<file path="src/rtl/bcd_scan_counter_pkg.sv">
// Shared constants and helpers for the four-decade BCD counter with multiplexed display scan.
package bcd_scan_counter_pkg;

  localparam int unsigned NUM_DIGITS = 4;
  localparam int unsigned DIGIT_W    = 4;
  localparam int unsigned SLOT_W     = 2;
  localparam int unsigned VALUE_W    = NUM_DIGITS * DIGIT_W;

  localparam logic [DIGIT_W-1:0]    BCD_MAX   = 4'd9;
  localparam logic [NUM_DIGITS-1:0] ANODE_OFF = 4'b1111;

  // Active-low one-cold anode pattern for a scan slot.
  function automatic logic [NUM_DIGITS-1:0] anode_sel(input logic [SLOT_W-1:0] slot);
    return ANODE_OFF & ~(NUM_DIGITS'(1) << slot);
  endfunction

endpackage

</file>
<file path="src/rtl/bcd_scan_counter_digit.sv">
// One BCD decade: up/down counter with ripple carry/borrow in and out.
module bcd_digit
  import bcd_scan_counter_pkg::*;
(
  input  logic               clk,
  input  logic               rst_n,
  input  logic               clr,
  input  logic               up,
  input  logic               cin,
  output logic               cout,
  output logic [DIGIT_W-1:0] digit
);

  logic [DIGIT_W-1:0] digit_q;
  logic [DIGIT_W-1:0] digit_d;

  always_comb begin
    digit_d = digit_q;
    if (clr) begin
      digit_d = '0;
    end else if (cin) begin
      if (up) begin
        digit_d = (digit_q == BCD_MAX) ? '0 : digit_q + DIGIT_W'(1);
      end else begin
        digit_d = (digit_q == '0) ? BCD_MAX : digit_q - DIGIT_W'(1);
      end
    end
  end

  always_ff @(posedge clk or negedge rst_n) begin
    if (!rst_n) begin
      digit_q <= '0;
    end else begin
      digit_q <= digit_d;
    end
  end

  // Pass the step on when this decade wraps in the current direction.
  assign cout  = cin & (up ? (digit_q == BCD_MAX) : (digit_q == '0));
  assign digit = digit_q;

endmodule

</file>
<file path="src/rtl/bcd_scan_counter.sv">
// Four-decade up/down BCD counter with a time-multiplexed 7-segment digit scan.
module bcd_scan_counter
  import bcd_scan_counter_pkg::*;
#(
  parameter int unsigned SCAN_DIV = 50000
) (
  input  logic                  clk,
  input  logic                  rst_n,
  input  logic                  step,
  input  logic                  up,
  input  logic                  clr,
  output logic [VALUE_W-1:0]    value,
  output logic [DIGIT_W-1:0]    hex,
  output logic [NUM_DIGITS-1:0] an,
  output logic                  carry
);

  localparam int unsigned     PRE_W    = (SCAN_DIV > 2) ? $clog2(SCAN_DIV) : 1;
  localparam logic [PRE_W-1:0] PRE_LAST = PRE_W'(SCAN_DIV - 1);

  logic [NUM_DIGITS:0]  chain;
  logic [DIGIT_W-1:0]   digits [NUM_DIGITS];

  logic                 carry_q, carry_d;
  logic [PRE_W-1:0]     pre_q, pre_d;
  logic [SLOT_W-1:0]    slot_q, slot_d;

  assign chain[0] = step;

  for (genvar i = 0; i < NUM_DIGITS; i++) begin : g_digit
    bcd_digit u_digit (
      .clk   (clk),
      .rst_n (rst_n),
      .clr   (clr),
      .up    (up),
      .cin   (chain[i]),
      .cout  (chain[i+1]),
      .digit (digits[i])
    );
    assign value[i*DIGIT_W +: DIGIT_W] = digits[i];
  end

  // Wrap pulse from the top decade; a clear suppresses it.
  always_comb begin
    carry_d = chain[NUM_DIGITS] & ~clr;
  end

  // Free-running prescaler and slot rotation.
  always_comb begin
    pre_d  = pre_q + PRE_W'(1);
    slot_d = slot_q;
    if (pre_q == PRE_LAST) begin
      pre_d  = '0;
      slot_d = slot_q + SLOT_W'(1);
    end
  end

  always_ff @(posedge clk or negedge rst_n) begin
    if (!rst_n) begin
      carry_q <= 1'b0;
      pre_q   <= '0;
      slot_q  <= '0;
    end else begin
      carry_q <= carry_d;
      pre_q   <= pre_d;
      slot_q  <= slot_d;
    end
  end

  assign carry = carry_q;
  assign hex   = digits[slot_q];
  assign an    = anode_sel(slot_q);

endmodule

</file>
<file path="config.mk">
export PLATFORM = sky130hd
export DESIGN_NAME = bcd_scan_counter
export DESIGN_NICKNAME = d
export VERILOG_FILES = /design/src/rtl/bcd_scan_counter_pkg.sv /design/src/rtl/bcd_scan_counter_digit.sv /design/src/rtl/bcd_scan_counter.sv
export SDC_FILE = /design/constraint.sdc
export NUM_CORES = 1
export LEC_CHECK = 0
export ABC_AREA = 1
export CORE_ASPECT_RATIO = 2
export CORE_UTILIZATION = 47
export DETAILED_ROUTE_END_ITERATION = 8
export GPL_ROUTABILITY_DRIVEN = 0
export PLACE_DENSITY = 0.69
export SYNTH_ARGS = -nofsm -noshare
export SYNTH_HDL_FRONTEND = slang
export SYNTH_SLANG_ARGS = --single-unit
</file>
<file path="constraint.sdc">
create_clock -name clk -period 1.9 [get_ports clk]
set_clock_uncertainty 0.2 [all_clocks]
set_input_delay 0.38 -clock clk [delete_from_list [all_inputs] [get_ports clk]]
set_output_delay 0.38 -clock clk [all_outputs]
set_load 0.01 [all_outputs]
</file>
[After elaboration in Yosys (flattened, before gate mapping)]
Index checks and enable logic that the tools add are counted.
Word-level totals
  memory bits (read-only): 0
  flip-flop bits (word level): 35
  input port bits: 5
  logic and storage cells: 68
  memories kept: 0
  bits in latches: 0
  bits in writable memories: 0
Operators by class
  div/mod/pow operators: 0
  $add $sub $neg: 10
  multiply operators: 0
  eq/ne operators: 5
  bitwise gates (word level): 8
  muxes and demuxes: 28
  shift-type cells: 1
  $lt $le $gt $ge: 1
  reductions and logical operators: 8
Operators by type and width (count)
  two-way mux 4 bit: 22
  adder 16 x 1 -> 16 bit, second input constant: 1
  adder 4 x 1 -> 4 bit, second input constant: 4
  == test 16 bit, second input constant: 1
  == test 4 bit, second input constant: 4
  zero test 4 bit: 4
  two-way mux 16 bit: 1
  subtractor 4 x 1 -> 4 bit, second input constant: 4
  binary-select mux 4 bit (select 2 bit): 1
  nonzero test 2 bit: 4
  AND 1 bit: 5
  two-way mux 1 bit: 4
  NOT 4 bit: 1
  left shift 1 x 2 -> 4 bit, first input constant: 1
  >= comparator 3 bit, second input constant: 1
  NOT 2 -> 3 bit: 1
  adder 2 x 1 -> 2 bit, second input constant: 1
  NOT 1 bit: 1

[Logic depth before layout (Yosys ltp)]
  depth in word-level cells: 7
  depth in mapped cells: 11
  depth with buffers taken out: 11

[Modules after synthesis]
From an unflattened synthesis, not the netlist that was laid out.
Second synthesis, totals
  cell total of the unflattened synthesis: 373
  area total of the unflattened synthesis: 2621.3 um2
Modules (own cells, without submodules)
  bcd_digit: cells an instance 54, area each 365.4 um2, seq. area each 100.1 um2, instances 4
  bcd_scan_counter: cells an instance 157, area each 1159.9 um2, seq. area each 475.5 um2, instances 1

[Least setup slack after synthesis]
Ideal clock, no wire load.
  kind: register to register
  start: reg g_digit[3].u_digit.digit_q[0]
  end: reg g_digit[3].u_digit.digit_q[1]
  arrival: 1399 ps
  slack: 183 ps
  buffers on the path: 0
  stages on the path, launching flop included: 8
  library setup time: 118 ps
  cell sequence: dfrtp_1 -> inv_1 -> ha_1 -> or2_2 -> nand3_1 -> nor2_1 -> nand3_1 -> nand2_1
On the way
  cells in the longest elaborated chain, start to end: 5
  elaborated cells between the ends (all ways): 9
RTL lines
  start, declared: RTL line bcd_scan_counter_digit.sv:14  | logic [DIGIT_W-1:0] digit_q;
  start signal, assigned: RTL line bcd_scan_counter_digit.sv:34  | digit_q <= digit_d;
  subtractor 4 x 1 -> 4 bit (tied with other cells): RTL line bcd_scan_counter_digit.sv:25  | digit_d = (digit_q == '0) ? BCD_MAX : digit_q - DIGIT_W'(1);
  two-way mux 4 bit, on equally long branches: RTL line bcd_scan_counter_digit.sv:25, bcd_scan_counter_digit.sv:23
  two-way mux 4 bit (*): RTL line bcd_scan_counter_digit.sv:22  | if (up) begin
  two-way mux 4 bit (*): RTL line bcd_scan_counter_digit.sv:21  | end else if (cin) begin
  two-way mux 4 bit (*): RTL line bcd_scan_counter_digit.sv:19  | if (clr) begin
Mark *: on every way between the ends. The rest lies on a longest branch, timed or not. The select of a mux whose other input is x is not followed.
A chain may end at the register's enable or synchronous reset.

[Final worst setup path]
  start: reg slot_q[0]
  end: out hex[1]
On the way
  cells in the longest elaborated chain, start to end: 4
RTL lines
  start, declared: RTL line bcd_scan_counter.sv:26  | logic [SLOT_W-1:0] slot_q, slot_d;
  start signal, assigned: RTL line bcd_scan_counter.sv:66  | slot_q <= slot_d;
  NOT 2 -> 3 bit (not written as such): RTL line bcd_scan_counter.sv:71  | assign hex = digits[slot_q];
  binary-select mux 4 bit (select 2 bit): RTL line bcd_scan_counter.sv:71
  two-way mux 4 bit (not written as such) (2 in series): RTL line bcd_scan_counter.sv:71
  end, declared: RTL line bcd_scan_counter.sv:13  | output logic [DIGIT_W-1:0] hex,
No other way between the ends. The select of a mux whose other input is x is not followed.

==> results.md <==
* Status: finished, violations left
* Failing checks: negative setup slack
* P_int at between 1 and 1.5 mW
* #FFs+latches synth at 35
* Hold crit path type: register to register
* Area growth, synth to finish at 32.5%
* Wire per inst at around 15 um
* MaxCap Viol Count at 0
* DRC at 0
* CP Cell Sequence: clkinvlp_4, buf_6, buf_6, o21ai_4, a21oi_2, a21oi_1, buf_2
* Final Cycle Share at 109%
* Yosys warning count at 0
* Initial Util at roughly half
* Drt pass-1 iters at 4
* Critical path capture point type: output port
* FILL cells at a little under 500
* Mean post-synth cell area at about 7.4 um2
* Die ar. at 0.00606 mm2
* Clock sink count at 35
* Most frequent cells in the layout: nand2_1, buf_4, inv_1
* Num ports at 30
* Place WS at -277 ps
* Power share of the clock group at between 30% and 40%
* Skew-Pair Late Insertion Delay at 300 ps
* Worst Path Arrival at between 1000 and 1500 ps
* Worst Tran Pin Value at about 480 ps
* PD cells at between 500 and 600 mW/mm2
* Cell family contributing the most delay on the critical path: buffers and inverters
* Placed cell area at around 0.0033 mm2
* GRT Util Overall at 27.3%
* Chip Width at 55.5 um
* Worst-path clk slew at 70 ps
* Register area share after synthesis at approximately a third
* Mapped cell area at between 0.002 and 0.003 mm2
* Number of global-route vias before repair at about 2900
* Achievable Freq at between 0.4 and 0.5 GHz
* Critical path fanouts, max at 3
* Clock H-tree levels at 2
* CTS tree: done
* RSZ-0062 raised after global routing: true
* Slowest cell delay on critical path at around 400 ps
* Tot Pwr at 2.01 mW
* Fin nets at approximately 470
* Detail Route Antenna Nets at 0
* Mapped Nets at between 300 and 400
* Max Slew Vio Count at 0
* Worst EP required at approximately 1300 ps
* Setup CP Type: register to output port
* VDD IR max at slightly above 0.6 mV
* Largest net degree at the start of global routing at 36
* Drt total wl at 7.81 mm
* Core Area at ~0.0055 mm2
* Final hold vios at 0
* Most common cell after layout, fill and taps aside: nand2_1
* Register Area at 880 um2
* CP bufs+invs at 4
* Mapped Cells at between 300 and 400
* 1st-iter DRT viols at approximately 120
* Fin crit period at a little over 2000 ps
* Via/cell ratio at 5.54
* CTS buffer count at 5
* First-pass GRT wire length at 12.6 mm
* Root buf cell: clkbuf_8
* Final Setup Violations at 6
* Post-Route Utilization at approximately 65%
* Multi-input logic area at around 0.0016 mm2
* Placed wire-length estimate at roughly 5.7 mm
* Max Root-Sink Buffers at 2
* Static leakage at approximately 1.9 nW
* Diodes inserted at 0
* Worst setup SP type: register
* Port Buffers at 29
* Logic pwr share at 29.1%
* Congestion Overflow GR at 0
* Setup slack after layout at -165 ps
* Relative slew slack at about two thirds
* Sw frac at between 30% and 40%
* WHS at roughly 260 ps
* Die Span Y at roughly 110 um
* Sequential share of power at between 30% and 40%
* Standard-cell rows at 38
* Slowest CP cell: dfrtp_2
* Via count at around 2800
* Most frequent CP cell: buf_6
* Final instance area at 0.00357 mm2
* Antenna violations before repair at 0
* Yosys cell types at 38
* Layout cells sized above 1 at 26.0%
* Psw at 651 uW
cell families (layout without fill, tap and decap cells):
family          after synthesis  after routing  share of synthesized area [%]
compound gates               48             48                           9.99
xor+xnor                     12             12                           3.90
fa+ha+maj                    21             21                           9.75
buf+inv                      62            143                           10.1
flops                        35             35                           32.5
simple gates                188            188                           33.8
timing repair:
action,in CTS,in global routing
setup endpoints to repair,21,15
hold buffers,1,0
gates cloned,1,0
buffers inserted,12,2
hold endpoints to repair,35,0
pin swaps,2,4
resized for setup,64,18
through the flow:
stage,TNS [ps],cells
after floorplan,0,366
after global placement,-3050,484
after detailed placement,-3600,484
after CTS,-552,506
after global routing,-1200,507
final,-683,507
sequential cells by signal, indices dropped and copies added (netlist names):
signal                 count
g_digit.u_digit.digit     16
slot_q                     2
carry                      1
pre_q                     16
layer usage:
| layer | GRT usage (%) | vias to the layer above | part of all wire [%] |
|---|---|---|---|
| met5 | 0 | - | 0 |
| met4 | 19.1 | 0 | 6.4 |
| met3 | 3.91 | 42 | 3.4 |
| met2 | 54.4 | 98 | 56 |
| met1 | 24.1 | 1323 | 34 |
| li1 | - | 1348 | - |
worst reg2reg max path, cell delays in order, from the launching register on:
cell and delay [ps]:
dfrtp_1 380, inv_1 130, buf_4 160, ha_1 160
nand4_1 160, nand2_2 160, inv_1 90, nor2_4 160
nand3_1 110, o21ai_2 70
Yosys cell counts, drive strengths merged:
cell type / count / area [um2]
ha: 21 / 263
a21oi: 17 / 85.1
o21ai: 21 / 109
and2: 1 / 6.26
nand4: 16 / 106
nor2: 41 / 176
nor3: 8 / 50.1
o21bai: 3 / 22.5
xor2: 11 / 96.3
a32o: 1 / 10.0
nor3b: 1 / 7.51
or2: 2 / 12.5
nand3: 36 / 203
dfrtp: 35 / 876
buf: 10 / 73.8
nand2: 82 / 340
nand3b: 1 / 7.51
inv: 51 / 194
o31ai: 1 / 7.51
clkinv: 1 / 3.75
o211ai: 3 / 22.5
o22ai: 1 / 6.26
xnor2: 1 / 8.76
a31oi: 1 / 6.26
layout make-up:
cell class,count,area share (%)
Timing Repair inverter,1,0.210
Inverter,52,5.72
Timing Repair Buffer,82,19.1
Tap cell,60,2.10
Sequential cell,35,24.6
Multi-Input combinational cell,269,45.4
Clock buffer,8,2.81
path summary, 6_finish.rpt:
kind                                             start                     endpoint  slack, ps  depth (start not counted)
setup / recovery                             slot_q[0]                       hex[1]       -170                          7
hold / removal                                pre_q[0]                     pre_q[0]        260                          1
setup reg to reg           g_digit[1].u_digit.digit[1]  g_digit[2].u_digit.digit[0]         70                          9
hold reg to reg                               pre_q[0]                     pre_q[0]        260                          1
max in group asynchronous                        rst_n                    slot_q[0]        680                          3
min in group asynchronous                        rst_n                     pre_q[5]        440                          3
power by group through the flow:
stage | Combinational (mW) | Sequential (mW) | Clock [mW]
after floorplan | 0.299 | 0.834 | 0
after global placement | 0.563 | 0.811 | 0
after detailed placement | 0.569 | 0.810 | 0
after CTS | 0.568 | 0.793 | 0.626
after global routing | 0.645 | 0.798 | 0.652
final | 0.583 | 0.794 | 0.630
No activity file was read; power rests on OpenSTA's default activity.
